$ cat src/rtl/stream_mux.sv
// N-channel registered stream multiplexer with valid/ready handshakes.
// Fixed-select or round-robin arbitration feeds a single-entry output register.
module stream_mux #(
  parameter int WIDTH = 8,
  parameter int N_CH  = 4,
  localparam int SELW = $clog2(N_CH)
) (
  input  logic                  clk,
  input  logic                  rst,
  input  logic [N_CH*WIDTH-1:0] in_data,
  input  logic [N_CH-1:0]       in_valid,
  output logic [N_CH-1:0]       in_ready,
  input  logic                  mode,
  input  logic [SELW-1:0]       sel,
  output logic [WIDTH-1:0]      out_data,
  output logic                  out_valid,
  input  logic                  out_ready,
  output logic [SELW-1:0]       out_ch
);

  logic [WIDTH-1:0] ch_data [N_CH];

  generate
    for (genvar gi = 0; gi < N_CH; gi++) begin : g_unpack
      assign ch_data[gi] = in_data[gi*WIDTH +: WIDTH];
    end
  endgenerate

  logic [WIDTH-1:0] out_data_q, out_data_d;
  logic [SELW-1:0]  out_ch_q, out_ch_d;
  logic             out_valid_q, out_valid_d;
  logic [SELW-1:0]  rr_ptr_q, rr_ptr_d;

  logic            can_load;
  logic            rr_found;
  logic [SELW-1:0] rr_grant;
  logic            grant_ok;
  logic [SELW-1:0] grant;
  logic            load;

  always_comb begin
    int unsigned idx;
    idx      = 0;
    can_load = !out_valid_q || out_ready;
    rr_found = 1'b0;
    rr_grant = '0;
    // Scan from rr_ptr upward with wrap; the first requester wins.
    for (int k = 0; k < N_CH; k++) begin
      idx = int'(rr_ptr_q) + k;
      if (idx >= N_CH) idx = idx - N_CH;
      if (!rr_found && in_valid[idx]) begin
        rr_found = 1'b1;
        rr_grant = SELW'(idx);
      end
    end
    grant    = mode ? rr_grant : sel;
    grant_ok = mode ? rr_found : (int'(sel) < N_CH);
    in_ready = '0;
    if (!rst && can_load && grant_ok) in_ready[grant] = 1'b1;
    load = |(in_valid & in_ready);
  end

  always_comb begin
    out_data_d  = out_data_q;
    out_ch_d    = out_ch_q;
    out_valid_d = out_valid_q;
    rr_ptr_d    = rr_ptr_q;
    if (load) begin
      out_data_d  = ch_data[grant];
      out_ch_d    = grant;
      out_valid_d = 1'b1;
      if (mode) rr_ptr_d = (int'(grant) == N_CH - 1) ? '0 : SELW'(grant + 1'b1);
    end else if (out_ready) begin
      out_valid_d = 1'b0;
    end
  end

  always_ff @(posedge clk) begin
    if (rst) begin
      out_data_q  <= '0;
      out_ch_q    <= '0;
      out_valid_q <= 1'b0;
      rr_ptr_q    <= '0;
    end else begin
      out_data_q  <= out_data_d;
      out_ch_q    <= out_ch_d;
      out_valid_q <= out_valid_d;
      rr_ptr_q    <= rr_ptr_d;
    end
  end

  assign out_data  = out_data_q;
  assign out_ch    = out_ch_q;
  assign out_valid = out_valid_q;

endmodule

$ cat config.mk
export PLATFORM = sky130hd
export DESIGN_NAME = stream_mux
export DESIGN_NICKNAME = d
export VERILOG_FILES = /design/src/rtl/stream_mux.sv
export SDC_FILE = /design/constraint.sdc
export NUM_CORES = 1
export LEC_CHECK = 0
export ABC_AREA = 1
export BUFFER_PORTS_ARGS = -buffer_cell sky130_fd_sc_hd__buf_4
export CAP_MARGIN = 20
export CORE_MARGIN = 2
export CORE_UTILIZATION = 48
export CTS_BUF_LIST = sky130_fd_sc_hd__clkbuf_4 sky130_fd_sc_hd__clkbuf_8
export CTS_CLUSTER_DIAMETER = 100
export DETAILED_ROUTE_END_ITERATION = 8
export PLACE_DENSITY = 0.82
export SYNTH_ARGS = -nofsm -noshare
export SYNTH_HDL_FRONTEND = slang
export SYNTH_SLANG_ARGS = --single-unit
$ cat constraint.sdc
create_clock -name clk -period 2.6 [get_ports clk]
set_input_delay 0.26 -clock clk [delete_from_list [all_inputs] [get_ports clk]]
set_output_delay 0.26 -clock clk [all_outputs]
set_load 0.05 [all_outputs]
==> results of run 1 <==
per-stage QoR:
step / hold slack (ps) / instances / instance area, um2
2_1_floorplan: 435 / 203 / 1240
3_3_place_gp: 464 / 288 / 1680
3_5_place_dp: 464 / 288 / 1680
5_1_grt: 240 / 292 / 1710
4_1_cts: 242 / 292 / 1710
6_report: 249 / 292 / 1710
repair_timing:
item                                    CTS  global route
buffers inserted                          0             0
resized for setup                         0             2
endpoints found under the setup margin    0             6
registers in the layout, indices dropped and copies added, names as in the netlist:
signal and count:
out_valid 1, out_ch 2, rr_ptr_q 2, out_data 8
per-layer routing:
| metal | GRT usage (%) | vias to the layer above | wire, um | part of all wire [%] |
|---|---|---|---|---|
| met4 | 3.75 | 0 | 14 | 0.44 |
| met2 | 40.0 | 46 | 1490 | 47 |
| met1 | 31.7 | 591 | 1450 | 46 |
| li1 | - | 759 | - | - |
| met5 | 0 | - | 0 | 0 |
| met3 | 8.20 | 2 | 216 | 6.8 |
critical path: cells and delay by family (launching register included):
| family | cells | cell delay, ps |
|---|---|---|
| AND/OR/NAND/NOR | 9 | 720 |
| buffers and inverters | 3 | 570 |
| flip-flops | 1 | 370 |
| AO/OA/AOI/OAI | 1 | 150 |
cell families (layout without fill, tap and decap cells):
logic type | after synthesis | in the layout | synth area share, %
simple gates | 124 | 124 | 48.1
flops | 13 | 13 | 21.2
fa+ha+maj | 1 | 1 | 1.02
compound gates | 31 | 31 | 16.4
buf+inv | 34 | 93 | 13.3
power by group:
part / internal (mW) / switching, mW
registers: 0.230 / 0.0241
logic: 0.230 / 0.410
clock network: 0.0699 / 0.0638
cells in the final DEF (no fill, tap or decap), drive strengths merged:
master and instances:
a21boi 1, a21oi 18, buf 62, clkbuf 4
dfxtp 13, ha 1, inv 27, nand2 82
nand3 22, nand4 2, nor2 18, o21ai 11
o21bai 1
worst max path at each step:
stage,end,cells after the start,slack [ps]
6_report,in_ready[1],13,250
3_5_place_dp,rr_ptr_q[1]$_SDFFE_PP0P_,20,230
4_1_cts,in_ready[1],13,190
3_3_place_gp,out_data[4]$_SDFFE_PP0P_,18,320
5_1_grt,rr_ptr_q[1]$_SDFFE_PP0P_,20,30
2_1_floorplan,out_data[0]$_SDFFE_PP0P_,20,40
layout make-up:
| cell class | instances | area (um2) |
|---|---|---|
| inverters | 27 | 101 |
| fillers | 229 | 747 |
| flip-flops and latches | 13 | 263 |
| multi-input cells | 156 | 811 |
| well taps | 30 | 37.5 |
| clock buffers | 4 | 30.0 |
| repair buffers | 62 | 465 |
==> reports/metrics.cfg, run 1 <==
[status]
outcome=complete, no violations

[synth]
ys_warn_count=0
netlist.area_leader.share_pct=21.2
dominantRegCellSynth=dfxtp_1
yosys.cell_types.count=24
synth_top_cells_by_count=64 x nand2_1, 21 x inv_1, 21 x nand3_1
syn-num-nets=246
synth_most_common_cell=nand2_1
synth_cells=203
ys_ff_latch=13
async_flop_share_pct=0
avgSynthCellArea_um2=6.04
synth_edf_count=0
netlist_area_um2=1230
ys_top_cells_by_area=dfxtp_1 21%, nand2_1 20%, nand3_1 8.6%, nand2_2 7.7%, inv_1 6.4%
ys_seq_area_share_pct=21.2
yosys.area.top_type=dfxtp_1

[power]
power.total_mw=1.03
power_density_nw_per_um2=602
peakVddDrop_mv=0.461
p_leak_nw=0.905

[floorplan]
core_area_um2=2450
die_h_um=54.5
initial_utilization_pct=49.9
die-area_um2=2970
core.rowCount=18
num_io_pins=57
dieWidth_um=54.5

[sta]
fin_crit_ps=2350
fin_worst_skew_ps=3.54
worstMarginPinSlew_ps=228
rsz0062_at_grt=no
post-route-period-util_pct=90.5
finalHoldViolations=0
setup_tns_ps=0
max_freq_mhz=425
slew_violations=0
max-slew-margin-rel_pct=84.7
setup-violations-final=0
setup_slack_ps=247

[placement]
io_buffers=56
post-place-ws_ps=233
gp_congestion=0.809
post-dp-hpwl_um=2670

[grt]
grt_pass1_vias=1259
antenna_found_initial=0
groute.usage.overall_pct=24.5
grt_max_degree=16
grt_overflow=0
grt_pass1_wl_um=5270

[cells_and_area]
n_antenna_cell=0
layout.nets=306
area_growth_pct=39.3
drive_gt1_share_pct=41.2
fin_util_pct=69.6

[drt]
drt_first_pass_iters=4
routed_via_density=4.79
wl_per_cell_um=10.9
drc=0
routed_wl_um=3180
vias=1398
drt.antenna.violating_nets=0
drt_iter0_markers=23

[worst_setup_path]
worstSetupPathType=reg2out
arrival_ps=2090
crit_required_ps=2340
cp-startpoint=rr_ptr_q[0]$_SDFFE_PP0P_
critPathMaxFanout=12
r2r_setup_slack_ps=270
reg2reg_from=rr_ptr_q[0]$_SDFFE_PP0P_
cpPeakStageDelay_ps=370
end_kind=output port
start_kind=register
worstPathCellList=buf_4 > nand2_2 > nand2_4 > nand2_2 > nand2_2 > nor2_4 > nand3_1 > nand3_1 > o21bai_4 > buf_4 > nand2_1 > nor2_1 > buf_4
rr_worst_depth=20
slowest_stage=dfxtp_2
rr_endpoint=rr_ptr_q[1]$_SDFFE_PP0P_

[clock_tree]
clk_latency_ps=270
htree_levels=1
cts.sinks=13
cts-root-buf=clkbuf_4
clock_path_buffers=2
cts-hold-fix-buffers=0
cts_tree=done
clk_pin_slew_ps=80
numCtsBuffers=3

[worst_hold_path]
worstHoldPathCells=2
hold-path-endpoint=out_data[4]$_SDFFE_PP0P_
hold_class=in2reg
min_from=rst

[run]
drv_cap=0

No activity file was read; power rests on OpenSTA's default activity.
==> run 2: changes to the inputs <==
CTS_BUF_LIST = sky130_fd_sc_hd__clkbuf_8   (was sky130_fd_sc_hd__clkbuf_4 sky130_fd_sc_hd__clkbuf_8)
CTS_CLUSTER_SIZE = 12   (was default)
SKIP_LAST_GASP = 1   (was default)
==> reports/metrics.cfg, run 2 (synthesis gave the netlist of run 1 again) <==
[grt]
grt_max_degree=16  ; unchanged
grt_pass1_vias=1265  ; was 1259
antenna_found_initial=0  ; unchanged
grt_pass1_wl_um=5290  ; was 5270 um
grt_overflow=0  ; unchanged
groute.usage.overall_pct=24.9  ; was 24.5%

[worst_setup_path]
cpLargestDelayFamily=simple AND/OR/NAND/NOR gates  ; unchanged
slowest_stage=dfxtp_1  ; was dfxtp_2
cpPeakStageDelay_ps=390  ; was 370 ps
worstSetupPathType=reg2out  ; unchanged
worstPathCellList=buf_4 > nand2_2 > nand2_4 > nand2_2 > nand2_2 > nor2_4 > nand3_1 > nand3_1 > o21bai_4 > buf_4 > nand2_1 > nor2_1 > buf_4  ; unchanged
end_kind=output port  ; unchanged
critPathMaxFanout=12  ; unchanged
crit_required_ps=2340  ; about the same
worstPathBufferInverterCount=3  ; unchanged
start_kind=register  ; unchanged
arrival_ps=2110  ; was 2090 ps

[sta]
rsz0062_at_grt=yes  ; was no
slew_violations=0  ; unchanged
worstMarginPinSlew_ps=233  ; was 228 ps
post-route-period-util_pct=91.2  ; was 90.5%
finalHoldViolations=0  ; unchanged
setup_slack_ps=229  ; was 247 ps
fin_worst_skew_ps=3.92  ; was 3.54 ps
max_freq_mhz=422  ; was 425 MHz
fin_crit_ps=2370  ; was 2350 ps
setup-violations-final=0  ; unchanged
max-slew-margin-rel_pct=84.4  ; was 84.7%

[placement]
post-dp-hpwl_um=2670  ; unchanged
post-place-ws_ps=233  ; unchanged
dp_cells=288  ; unchanged
gp_congestion=0.809  ; unchanged
io_buffers=56  ; unchanged

[floorplan]
die_h_um=54.5  ; unchanged
num_io_pins=57  ; unchanged
core_area_um2=2450  ; unchanged
die-area_um2=2970  ; unchanged
dieWidth_um=54.5  ; unchanged
core.rowCount=18  ; unchanged
initial_utilization_pct=49.9  ; unchanged

[clock_tree]
numCtsBuffers=3  ; unchanged
cts-hold-fix-buffers=0  ; unchanged
clk_pin_slew_ps=60  ; was 80 ps
cts-resized-gates=0  ; unchanged
cts_tree=done  ; unchanged
cts-root-buf=clkbuf_8  ; was clkbuf_4
clk_latency_ps=240  ; was 270 ps
clock_path_buffers=2  ; unchanged
cts_setup_buffers=0  ; unchanged
cts.sinks=13  ; unchanged
htree_levels=1  ; unchanged

[cells_and_area]
largest_reg_flops=8  ; unchanged
final_cells=292  ; unchanged
most-common-layout-cells=64 x nand2_1, 62 x buf_4, 22 x inv_1, 21 x nand3_1, 15 x nand2_2  ; was 64 x nand2_1, 62 x buf_4, 21 x inv_1, 21 x nand3_1, 15 x nand2_2
n_antenna_cell=0  ; unchanged
final_common_cell=nand2_1  ; unchanged
layout.nets=306  ; unchanged
area_growth_pct=40.3  ; was 39.3%
drive_gt1_share_pct=40.1  ; was 41.2%

[drt]
routed_via_density=4.80  ; was 4.79
drc=0  ; unchanged
wl_per_cell_um=11.0  ; was 10.9 um
vias=1401  ; was 1398
routed_wl_um=3210  ; was 3180 um
drt_iter0_markers=23  ; unchanged
drt_first_pass_iters=4  ; unchanged
drt.antenna.violating_nets=0  ; unchanged

[power]
p_clk_share_pct=16.5  ; was 13.0%
peakVddDrop_mv=0.412  ; was 0.461 mV
internal_power_mw=0.564  ; was 0.530 mW
power_density_nw_per_um2=623  ; was 602 nW/um2
p_leak_nw=0.913  ; was 0.905 nW
switching_share_pct=47.3  ; was 48.4%
power_frac_seq_pct=23.7  ; was 24.7%
p_sw_mw=0.507  ; was 0.498 mW
p_comb_share_pct=59.8  ; was 62.3%

[status]
outcome=complete, no violations  ; unchanged

[worst_hold_path]
hold_class=in2reg  ; unchanged

[run]
drv_cap=0  ; unchanged

## run 2: changes by cell type in the layout (fill, tap and decap cells not counted), sizes merged
cell    change
clkbuf      -1
inv         +1
## run 2: path summary, 6_finish.rpt
kind	from	end	slack [ps]	cells past startpoint
hold reg to reg	out_data[6]$_SDFFE_PP0P_	out_data[6]$_SDFFE_PP0P_	470	2
hold / removal	rst	out_data[4]$_SDFFE_PP0P_	280	2
setup / recovery	rr_ptr_q[0]$_SDFFE_PP0P_	in_ready[1]	230	13
setup reg to reg	rr_ptr_q[0]$_SDFFE_PP0P_	rr_ptr_q[1]$_SDFFE_PP0P_	240	19
## run 2: power by group through the flow
| stage | combinational [mW] | sequential [mW] | clock (mW) |
|---|---|---|---|
| after floorplan | 0.390 | 0.344 | 0 |
| after global placement | 0.637 | 0.258 | 0 |
| after detailed placement | 0.645 | 0.257 | 0 |
| after CTS | 0.645 | 0.254 | 0.178 |
| after global routing | 0.706 | 0.258 | 0.186 |
| final | 0.641 | 0.254 | 0.176 |
## run 2: layout make-up
cell class / instances / area (um2)
clock inverter: 1 / 3.75
timing repair buffer: 62 / 465
clock buffer: 3 / 41.3
inverter: 27 / 101
tap: 30 / 37.5
sequential: 13 / 260
fill: 226 / 734
multi-input combinational: 156 / 811
## run 2: metrics by stage
| stage | cell area [um2] | TNS [ps] | utilization (%) | hold WS (ps) | total power [mW] |
|---|---|---|---|---|---|
| 2_1_floorplan | 1240 | 0 | - | 435 | 0.734 |
| 3_3_place_gp | 1680 | 0 | 68.2 | 464 | 0.895 |
| 5_1_grt | 1720 | -79.5 | 70.1 | 286 | 1.15 |
| 4_1_cts | 1720 | 0 | 70.1 | 280 | 1.08 |
| 6_report | 1720 | 0 | 70.1 | 284 | 1.07 |
| 3_5_place_dp | 1680 | 0 | 68.2 | 464 | 0.902 |
## run 2: per-layer routing
metal / vias up / GRT usage, % / wire length [um] / share of wire (%)
li1: 756 / - / - / -
met1: 595 / 31.9 / 1460 / 45
met2: 46 / 40.0 / 1490 / 46
met3: 4 / 8.20 / 231 / 7.2
met4: 0 / 6.25 / 34 / 1.1
met5: - / 0 / 0 / 0
## run 2: worst reg2reg max path: cells and delay by family (launching register included)
| kind | cells | cell delay (ps) |
|---|---|---|
| flops | 1 | 390 |
| compound gates | 1 | 190 |
| simple gates | 14 | 1210 |
| buf+inv | 3 | 310 |
| fa+ha+maj | 1 | 200 |
==> run 3: changes to the inputs <==
--- a/config.mk
+++ b/config.mk
@@ -10,3 +10,3 @@
 export CAP_MARGIN = 20
-export CORE_MARGIN = 2
+export CORE_MARGIN = 4
 export CORE_UTILIZATION = 48
==> constraint.sdc (replaced) <==
create_clock -name clk -period 2.6 [get_ports clk]
set_input_delay 0.13 -clock clk [delete_from_list [all_inputs] [get_ports clk]]
set_output_delay 0.13 -clock clk [all_outputs]
set_load 0.05 [all_outputs]
==> reports/metrics.cfg, run 3 (synthesis gave the netlist of run 1 again) <==
[clock_tree]
clk_latency_ps=240  ; about the same
htree_levels=1  ; unchanged
cts-hold-fix-buffers=0  ; unchanged
clock_path_buffers=2  ; unchanged
cts.sinks=13  ; unchanged
numCtsBuffers=3  ; unchanged
clk_pin_slew_ps=50  ; was 60 ps
cts-root-buf=clkbuf_8  ; unchanged
cts_tree=done  ; unchanged

[floorplan]
num_io_pins=57  ; unchanged
dieWidth_um=58.5  ; was 54.5 um
core.rowCount=18  ; unchanged
die-area_um2=3430  ; was 2970 um2
die_h_um=58.5  ; was 54.5 um
initial_utilization_pct=49.9  ; unchanged
core_area_um2=2450  ; unchanged

[power]
switching_share_pct=47.1  ; was 47.3%
internal_power_mw=0.572  ; was 0.564 mW
power_density_nw_per_um2=622  ; was 623 nW/um2
peakVddDrop_mv=0.510  ; was 0.412 mV
p_comb_share_pct=60.4  ; was 59.8%
p_sw_mw=0.509  ; was 0.507 mW
p_leak_nw=0.922  ; was 0.913 nW
power_frac_seq_pct=23.7  ; about the same
p_clk_share_pct=15.9  ; was 16.5%
power.total_mw=1.08  ; was 1.07 mW

[cells_and_area]
regArea_um2=262  ; was 260 um2
multi_input_area_um2=821  ; was 811 um2
n_antenna_cell=0  ; unchanged
final_cells=292  ; unchanged
final_common_cell=nand2_1  ; unchanged
drive_gt1_share_pct=40.8  ; was 40.1%
area_growth_pct=41.6  ; was 40.3%
layout.nets=306  ; unchanged
fillers=242  ; was 226
most-common-layout-cells=64 x nand2_1, 60 x buf_4, 22 x inv_1, 21 x nand3_1, 16 x nand2_2  ; was 64 x nand2_1, 62 x buf_4, 22 x inv_1, 21 x nand3_1, 15 x nand2_2
largest_reg_flops=8  ; unchanged
fin_util_pct=70.7  ; was 70.1%

[sta]
max_freq_mhz=438  ; was 422 MHz
fin_crit_ps=2280  ; was 2370 ps
holdWs_ps=163  ; was 284 ps
setup-violations-final=0  ; unchanged
finalHoldViolations=0  ; unchanged
post-route-period-util_pct=87.8  ; was 91.2%
setup_tns_ps=0  ; unchanged
worstMarginPinSlew_ps=228  ; was 233 ps
rsz0062_at_grt=no  ; was yes
fin_worst_skew_ps=0.781  ; was 3.92 ps
slew_violations=0  ; unchanged
max-slew-margin-rel_pct=84.7  ; was 84.4%

[grt]
grt_pass1_wl_um=5580  ; was 5290 um
grt_pass1_vias=1325  ; was 1265
antenna_found_initial=0  ; unchanged
groute.usage.overall_pct=20.8  ; was 24.9%
grt_max_degree=17  ; was 16
grt_overflow=0  ; unchanged

[worst_setup_path]
crit_required_ps=2780  ; was 2340 ps
start_kind=register  ; unchanged
rr_endpoint=out_data[2]$_SDFFE_PP0P_  ; was rr_ptr_q[1]$_SDFFE_PP0P_
reg2reg_from=rr_ptr_q[1]$_SDFFE_PP0P_  ; was rr_ptr_q[0]$_SDFFE_PP0P_
rr_worst_depth=20  ; was 19
arrival_ps=2460  ; was 2110 ps
r2r_setup_slack_ps=320  ; was 240 ps
cp-startpoint=rr_ptr_q[1]$_SDFFE_PP0P_  ; was rr_ptr_q[0]$_SDFFE_PP0P_
end_kind=register  ; was output port
critPathMaxFanout=11  ; was 12
worstSetupPathType=reg2reg  ; was reg2out

[drt]
wl_per_cell_um=11.8  ; was 11.0 um
vias=1456  ; was 1401
routed_wl_um=3440  ; was 3210 um
drt.antenna.violating_nets=0  ; unchanged
drc=0  ; unchanged
drt_first_pass_iters=4  ; unchanged
routed_via_density=4.99  ; was 4.80
drt_iter0_markers=50  ; was 23

[worst_hold_path]
hold-path-endpoint=out_data[3]$_SDFFE_PP0P_  ; was out_data[4]$_SDFFE_PP0P_
min_from=rst  ; unchanged
worstHoldPathCells=2  ; unchanged
hold_class=in2reg  ; unchanged

[placement]
post-dp-hpwl_um=2800  ; was 2670 um
gp_congestion=0.935  ; was 0.809
dp_cells=287  ; was 288
io_buffers=56  ; unchanged

[run]
drv_cap=0  ; unchanged

[status]
outcome=complete, no violations  ; unchanged

==> run 3: changes by cell type in the layout (fill, tap and decap cells not counted), sizes merged <==
cell   previous run  this run
buf              62        61
nand2            82        83
==> run 3: final cells by class <==
| cell class | instances | area share (%) |
|---|---|---|
| Multi-Input combinational cell | 157 | 47.3 |
| Timing Repair Buffer | 61 | 27.1 |
| Sequential cell | 13 | 15.1 |
| Inverter | 27 | 5.84 |
| Clock buffer | 3 | 2.38 |
| Tap cell | 30 | 2.16 |
| Clock inverter | 1 | 0.216 |
==> run 3: worst max path at each step <==
stage	end
2_1_floorplan	out_data[0]$_SDFFE_PP0P_
6_report	out_data[2]$_SDFFE_PP0P_
4_1_cts	out_ch[0]$_SDFFE_PP0P_
3_5_place_dp	rr_ptr_q[0]$_SDFFE_PP0P_
5_1_grt	rr_ptr_q[1]$_SDFFE_PP0P_
3_3_place_gp	rr_ptr_q[0]$_SDFFE_PP0P_
==> run 3: routing by layer <==
metal / GRT usage (%) / vias to the layer above / wire length (um) / part of all wire [%]
met1: 24.9 / 636 / 1370 / 40
met2: 36.8 / 59 / 1750 / 51
met5: 0 / - / 0 / 0
li1: - / 755 / - / -
met3: 5.70 / 6 / 276 / 8.0
met4: 4.64 / 0 / 46 / 1.3
==> run 3: critical path: stages, from the launching register on <==
cell,delay (ps)
dfxtp_1,420
inv_2,90
nand2_2,80
nand2_4,70
nand2_2,60
nand2_2,70
nor2_4,110
nand3_1,80
nand2_1,80
inv_2,40
nand2_4,60
nand2_4,70
ha_1,190
inv_1,90
nor2_4,40
nand2_1,70
nand2_1,60
nor2_2,160
buf_12,160
nand2_2,60
a21oi_2,130
==> run 3: what timing repair did <==
item,4_1_cts,5_1_grt
setup endpoints to repair,0,12
resized for setup,0,3
buffers inserted,0,0
==> run 3: power groups by stage <==
stage / Sequential (mW) / Combinational [mW] / Clock [mW]
after floorplan: 0.344 / 0.390 / 0
after global placement: 0.259 / 0.642 / 0
after detailed placement: 0.257 / 0.647 / 0
after CTS: 0.255 / 0.650 / 0.171
after global routing: 0.260 / 0.713 / 0.180
final: 0.256 / 0.653 / 0.172
==> run 3: stage by stage <==
step / setup WS [ps] / area, um2
2_1_floorplan: 37.2 / 1240
3_3_place_gp: 337 / 1680
3_5_place_dp: 303 / 1680
4_1_cts: 272 / 1730
5_1_grt: 43.2 / 1740
6_report: 317 / 1740
